### src/rtl/timer_irq_unit.sv
// Memory-mapped DIV/TIMA/TMA/TAC timer with IF/IE interrupt flag registers and a 1-clk registered read port.
// Optional build macro: TIMER_DIV_GLITCH_EN (a DIV write while the tick source is high yields one TIMA increment).
module timer_irq_unit #(
  parameter int OVF_DELAY = 4,
  parameter int DIV_WIDTH = 16
) (
  input  logic        clk,
  input  logic        rst,
  input  logic [15:0] addr,
  input  logic        write_enable,
  input  logic [7:0]  write_value,
  output logic [7:0]  read_out,
  output logic        hit,
  input  logic [4:0]  irq_req,
  output logic [7:0]  reg_IF,
  output logic [7:0]  reg_IE
);
  localparam int CW = (OVF_DELAY < 2) ? 1 : $clog2(OVF_DELAY + 1);

  localparam logic [1:0] S_COUNT  = 2'd0;
  localparam logic [1:0] S_DELAY  = 2'd1;
  localparam logic [1:0] S_RELOAD = 2'd2;

  logic [DIV_WIDTH-1:0] div;
  logic [7:0]           tima, tma, ie;
  logic [2:0]           tac;
  logic [4:0]           if_r;
  logic [1:0]           state;
  logic [CW-1:0]        cnt;
  logic                 t_q, sel, t, tick, timer_set;
  logic [4:0]           sets;
  logic [7:0]           rdata;
  logic                 rhit;
  logic                 unused_irq2;

  wire wr_div  = write_enable && (addr == 16'hFF04);
  wire wr_tima = write_enable && (addr == 16'hFF05);
  wire wr_tma  = write_enable && (addr == 16'hFF06);
  wire wr_tac  = write_enable && (addr == 16'hFF07);
  wire wr_if   = write_enable && (addr == 16'hFF0F);
  wire wr_ie   = write_enable && (addr == 16'hFFFF);

  assign unused_irq2 = irq_req[2];

  always_comb begin
    sel = div[9];
    case (tac[1:0])
      2'b01:   sel = div[3];
      2'b10:   sel = div[5];
      2'b11:   sel = div[7];
      default: sel = div[9];
    endcase
  end

  assign t         = sel & tac[2];
  assign tick      = t_q & ~t;
  assign timer_set = (state == S_RELOAD);
  assign sets      = {irq_req[4:3], timer_set, irq_req[1:0]};

  always_ff @(posedge clk or posedge rst) begin
    if (rst) begin
      div <= '0;
      t_q <= 1'b0;
    end else begin
      div <= wr_div ? '0 : div + 1'b1;
`ifdef TIMER_DIV_GLITCH_EN
      t_q <= t;
`else
      // Clearing the edge register hides the falling edge a DIV reset would cause.
      t_q <= wr_div ? 1'b0 : t;
`endif
    end
  end

  always_ff @(posedge clk or posedge rst) begin
    if (rst) begin
      tima  <= 8'h00;
      state <= S_COUNT;
      cnt   <= '0;
    end else begin
      case (state)
        S_COUNT: begin
          if (wr_tima) tima <= write_value;
          else if (tick) begin
            if (tima == 8'hFF) begin
              tima  <= 8'h00;
              state <= S_DELAY;
              cnt   <= CW'(OVF_DELAY - 1);
            end else begin
              tima <= tima + 8'h01;
            end
          end
        end
        S_DELAY: begin
          if (wr_tima) begin
            tima  <= write_value;
            state <= S_COUNT;
          end else begin
            cnt <= cnt - 1'b1;
            // Leave as cnt reaches 0 so TIMA reads 0x00 for OVF_DELAY clocks in total.
            if (cnt <= CW'(1)) state <= S_RELOAD;
          end
        end
        S_RELOAD: begin
          tima  <= wr_tma ? write_value : tma;
          state <= S_COUNT;
        end
        default: state <= S_COUNT;
      endcase
    end
  end

  always_ff @(posedge clk or posedge rst) begin
    if (rst) begin
      tma  <= 8'h00;
      tac  <= 3'b000;
      ie   <= 8'h00;
      if_r <= 5'h00;
    end else begin
      if (wr_tma) tma <= write_value;
      if (wr_tac) tac <= write_value[2:0];
      if (wr_ie)  ie  <= write_value;
      // Hardware sets are ORed after the CPU write so a set beats a clear.
      if (wr_if) if_r <= write_value[4:0] | sets;
      else       if_r <= if_r | sets;
    end
  end

  always_comb begin
    rdata = 8'h00;
    rhit  = 1'b1;
    case (addr)
      16'hFF04: rdata = div[DIV_WIDTH-1 -: 8];
      16'hFF05: rdata = tima;
      16'hFF06: rdata = tma;
      16'hFF07: rdata = {5'b11111, tac};
      16'hFF0F: rdata = {3'b111, if_r};
      16'hFFFF: rdata = ie;
      default:  rhit  = 1'b0;
    endcase
  end

  always_ff @(posedge clk or posedge rst) begin
    if (rst) begin
      read_out <= 8'h00;
      hit      <= 1'b0;
    end else begin
      read_out <= rdata;
      hit      <= rhit;
    end
  end

  assign reg_IF = {3'b111, if_r};
  assign reg_IE = ie;
endmodule

### config.mk
export PLATFORM = sky130hd
export DESIGN_NAME = timer_irq_unit
export DESIGN_NICKNAME = d
export VERILOG_FILES = /design/src/rtl/timer_irq_unit.sv
export SDC_FILE = /design/constraint.sdc
export NUM_CORES = 1
export LEC_CHECK = 0
export CAP_MARGIN = 20
export CORE_UTILIZATION = 40
export CTS_CLUSTER_DIAMETER = 30
export DETAILED_ROUTE_END_ITERATION = 10
export PLACE_DENSITY = 0.67
export SLEW_MARGIN = 20
export SYNTH_ARGS = -nofsm -noshare
export SYNTH_HDL_FRONTEND = slang
export SYNTH_SLANG_ARGS = --single-unit
### constraint.sdc
create_clock -name clk -period 5.1 [get_ports clk]
set_input_delay 1.275 -clock clk [delete_from_list [all_inputs] [get_ports clk]]
set_output_delay 1.275 -clock clk [all_outputs]
set_load 0.01 [all_outputs]
After elaboration in Yosys (flattened, before gate mapping)
Cells that the tools add are included.
- reduce and logical (&&, ||, !) cells: 13
- magnitude comparators: 1
- bitwise gates (word level): 5
- add/subtract/negate cells: 3
- muxes and demuxes: 23
- equal/unequal tests: 19
- operators by type and width (kind ; number):
    16-bit == test, second input constant ; 6
    8-bit case mux with 6 select lines ; 1
    8-bit two-way mux ; 5
    8-bit case mux with 3 select lines ; 1
    16-bit by 1-bit adder with 16-bit output, second input constant ; 1
    16-bit two-way mux ; 1
    3-bit two-way mux ; 4
    2-bit two-way mux ; 5
    2-bit inequality test, second input constant ; 5
    5-bit bitwise OR ; 2
    8-bit by 1-bit adder with 8-bit output, second input constant ; 1
    8-bit == test, second input constant ; 1
    2-bit == test, second input constant ; 3
    1-bit logical AND ; 6
    3-bit inequality test, second input constant ; 2
    3-bit case mux with 2 select lines ; 1
    6-bit OR reduction ; 1
    5-bit two-way mux ; 1
    5-bit AND reduction ; 1
    2-bit by 1-bit == test with 1-bit output, second input constant ; 2
    2-bit case mux with 2 select lines ; 1
    4-bit AND reduction ; 1
    3-bit by 1-bit less-or-equal comparator with 1-bit output, second input constant ; 1
    1-bit case mux with 3 select lines ; 1
    other kinds (8) ; 10
- output and inout bits: 25
- word-level logic and storage cells: 75
- flip-flop bits (word level): 63

Longest topological paths before layout
- depth in word-level cells: 8
- gate-level depth with buffers: 7

Least setup slack after synthesis
Ideal clock, no wire load.
- kind: input to register
- from: in addr[5]
- to: reg div[8]
- path buffers: 2
- stages on the path: 7
- required time: 4.981 ns
- arrival: 3.164 ns
- setup slack: 1.817 ns
- path through: or4_1 -> buf_2 -> or3_4 -> or2_4 -> nor3b_4 -> buf_6 -> nor2_1
- word-level cells in the longest chain between the ends: 3
- RTL lines (what ; line ; RTL):
    start: declaration ; 9 ; input logic [15:0] addr,
    16-bit == test ; 36 ; wire wr_div = write_enable && (addr == 16'hFF04);
    1-bit logical AND ; 36 ;
    16-bit two-way mux ; 65 ; div <= wr_div ? '0 : div + 1'b1;
    end signal: assignment ; 65 ;
    end: declaration ; 24 ; logic [DIV_WIDTH-1:0] div;
Every way passes these cells.
A chain may end at the register's enable or synchronous reset.

Worst setup path after layout
Same ends and word-level chain as after synthesis.

==> flow_summary.yaml <==
floorplanning:
  dieArea_sq_um: 9380
  die_height_microns: 96.8
  io_pins: 57
  rows: 34
  core_area_sq_um: 8720
  initial_core_util: 0.412
  die_w_microns: 96.8
min_path:
  holdPathEnd: "div[0]$_DFF_PP0_"
  hold_path.class: "reg -> reg"
  hp-start: "div[0]$_DFF_PP0_"
  hold-path-cell-count: 1
drt:
  met2WireLength_mm: 4.17
  dr_total_vias: 3082
  drtIter0Drc: 203
  routed_wirelength_mm: 9.13
  viasPerCell: 5.79
  wire_per_inst_microns: 17.2
  dr.pass1.iters: 5
  drc: 0
  wl_met1_mm: 4.35
  wl_met3_microns: 494
  highest_layer: "met4"
  antenna_left: 0
sta:
  hold_viol: 0
  fin_skew_ps: 3.97
  holdWs_ps: 459
  fmax_mhz: 269
  rsz0062_at_grt: "no"
  setup-tns-final_ps: 0
  tightestPinTransition_ps: 803
  min_period_ps: 3720
  fin_crit_sh: 0.728
  setup_ws_ps: 1380
  max_slew_margin: 0.463
  maxSlewViolCount: 0
  setup_violations: 0
placement:
  dp.cells: 516
  place.gp.congestion: 0.894
  post-dp-hpwl_mm: 6.47
  portBuffers: 52
  place_ws_ps: 984
clock_tree:
  cts.sinks: 63
  insertion_delay_ps: 350
  cts_buffer_depth: 2
  postCtsSetupBuffers: 0
  cts-hold-fix-buffers: 0
  clockRootBuffer: "clkbuf_8"
  clk_pin_slew_worst_paths_ps: 70
  cts_tree: "built"
  htree_levels: 3
  cts_buffers: 9
  cts-resized-gates: 0
yosys:
  synth_top_family_by_area: "simple AND/OR/NAND/NOR gates"
  syn_area_sq_um: 3600
  synth.distinct_cells: 60
  synth_xor_area_frac: 0.0414
  synthAdderAreaFrac: 0.0278
  synthSimpleGateAreaFrac: 0.199
  synth_seq_area_share: 0.438
  ys_seq_elements: 63
  synth_compound_area_frac: 0.165
  synth_edf_count: 0
  async_flop_share: 1.00
  syn_avg_cell_area_sq_um: 9.94
  yosys_warnings: 0
  syn_inst: 362
  synthMuxAreaShare: 0.0939
  synth_top_flop_cell: "dfrtp_1"
critical_path:
  cp-startpoint: "addr[5]"
  worstPathRequired_ps: 5300
  r2r-end: "cnt[2]$_DFFE_PP0P_"
  critPathLaunchType: "input port"
  path_class: "in -> reg"
  path_max_fanout: 17
  cp_data_arrival_time_ps: 3910
  worstSetupEndpointType: "flip-flop"
  rrSetupSlack_ps: 2650
  r2r_cells: 6
  r2r-start: "tima[0]$_DFFE_PP0P_"
global_routing:
  antenna_found_initial: 0
  grt_pass1_vias: 2961
  overflow: 0
  grt_max_degree: 38
  grt_pass1_wl_mm: 15.1
  grt.total_usage: 0.202
layout:
  diodes: 0
  nets: 459
  fill_cells: 818
  drive_above_1_share: 0.139
  area.growth.synth_to_final_pct: 24.3
  multiInputGateArea_sq_um: 1910
  final_cells: 532
  ff_latch_area_sq_um: 1580
power:
  power.leakage_nw: 1.84
  p_per_area_nw_per_um2: 244
  ir_drop_v: 0.000193
  p_total_w: 0.00109
run_status:
  status: "completed"
flow_run:
  maxCapViolations: 0
registers in the layout, indices dropped and copies added, names as in the netlist:
| signal | cells |
|---|---|
| cnt | 3 |
| if_r | 5 |
| t_q | 1 |
| tma | 8 |
| div | 16 |
| hit | 1 |
| read_out | 8 |
| state | 2 |
| tac | 3 |
| reg_IE | 8 |
| tima | 8 |
layout by cell type (no fill, tap or decap), types with 9 or more instances in the layout:
master	n
o211ai_1	9
a21oi_1	15
xnor2_1	10
inv_1	9
clkbuf_8	10
clkdlybuf4s50_1	52
dfrtp_1	63
mux2i_1	9
nor2_1	37
mux2_2	20
nand3_1	12
nand2_1	33
nand4_1	12
o21ai_0	13
metal layers:
metal / track usage / vias to the layer above
met4: 0.0586 / 0
met2: 0.315 / 101
met1: 0.282 / 1502
li1: - / 1462
met5: 0 / -
met3: 0.0434 / 17
cell type report:
cell class,instances,share of cell area
clock buffer,10,0.0308
clock inverter,6,0.0207
inverter,10,0.00839
multi-input combinational,275,0.428
timing repair buffer,60,0.130
tap,108,0.0302
sequential,63,0.352
critical path, cell delays in order:
cell             delay (ps)
clkdlybuf4s50_1         420
or4_1                   700
or3_4                   480
or2_4                   290
nor3b_4                 630
nor2_1                  120
cells in the mapped netlist (2+ instances only):
| master | number | share of area |
|---|---|---|
| a211oi_1 | 4 | 0.0083 |
| o31ai_1 | 2 | 0.0042 |
| mux2_2 | 20 | 0.063 |
| o21ai_0 | 13 | 0.018 |
| or4_1 | 4 | 0.0083 |
| nand2_1 | 33 | 0.034 |
| inv_1 | 10 | 0.010 |
| a211o_1 | 2 | 0.0049 |
| nor3_1 | 8 | 0.011 |
| and3_1 | 2 | 0.0035 |
| o211ai_1 | 9 | 0.019 |
| mux2i_1 | 9 | 0.025 |
| ha_1 | 8 | 0.028 |
| a31o_2 | 2 | 0.0049 |
| a2111oi_0 | 2 | 0.0049 |
| a31oi_1 | 6 | 0.010 |
| a21oi_1 | 15 | 0.021 |
| o21bai_1 | 5 | 0.010 |
| a221o_1 | 4 | 0.011 |
| xor2_1 | 7 | 0.017 |
| nor4b_1 | 2 | 0.0049 |
| o41ai_1 | 2 | 0.0049 |
| nand4_1 | 12 | 0.021 |
| nor2_1 | 37 | 0.039 |
| nand3_1 | 12 | 0.017 |
| dfrtp_1 | 63 | 0.44 |
| xnor2_1 | 10 | 0.024 |
| clkbuf_1 | 7 | 0.0073 |
| a311oi_1 | 4 | 0.0097 |
| a221oi_1 | 4 | 0.0097 |
| a22oi_1 | 3 | 0.0063 |
| buf_2 | 4 | 0.0056 |
| nor4_1 | 5 | 0.0087 |
| and2_1 | 4 | 0.0070 |
| buf_4 | 3 | 0.0063 |
where the power goes:
group	internal, W	total (W)	switching, W
clock network	0.000291	0.000502	0.000211
logic	0.0000330	0.0000713	0.0000383
registers	0.000507	0.000516	0.00000840
logic make-up (layout without fill, tap and decap cells):
logic type | Yosys count | after routing
adder cells (fa/ha/maj) | 8 | 8
buffers and inverters | 26 | 86
XOR/XNOR | 17 | 17
multiplexers | 30 | 30
other | 1 | 3
flip-flops | 63 | 63
AO/OA/AOI/OAI | 84 | 84
AND/OR/NAND/NOR | 133 | 133
worst max-delay path by stage:
stage                            end  slack (ps)  depth (start not counted)
finish              div[8]$_DFF_PP0_        1380                          6
floorplan           div[8]$_DFF_PP0_        1820                          7
detailed placement  div[8]$_DFF_PP0_         980                          6
CTS                 div[8]$_DFF_PP0_        1340                          6
global route        div[5]$_DFF_PP0_        1230                          6
global placement    div[2]$_DFF_PP0_        1040                          6
through the flow:
| step | utilization | cell area [sq um] |
|---|---|---|
| 6_report | 0.513 | 4470 |
| 5_1_grt | 0.513 | 4470 |
| 4_1_cts | 0.513 | 4470 |
| 3_5_place_dp | 0.487 | 4240 |
| 3_3_place_gp | 0.487 | 4240 |
| 2_1_floorplan | - | 3600 |
Power figures use the tool's default switching activity.
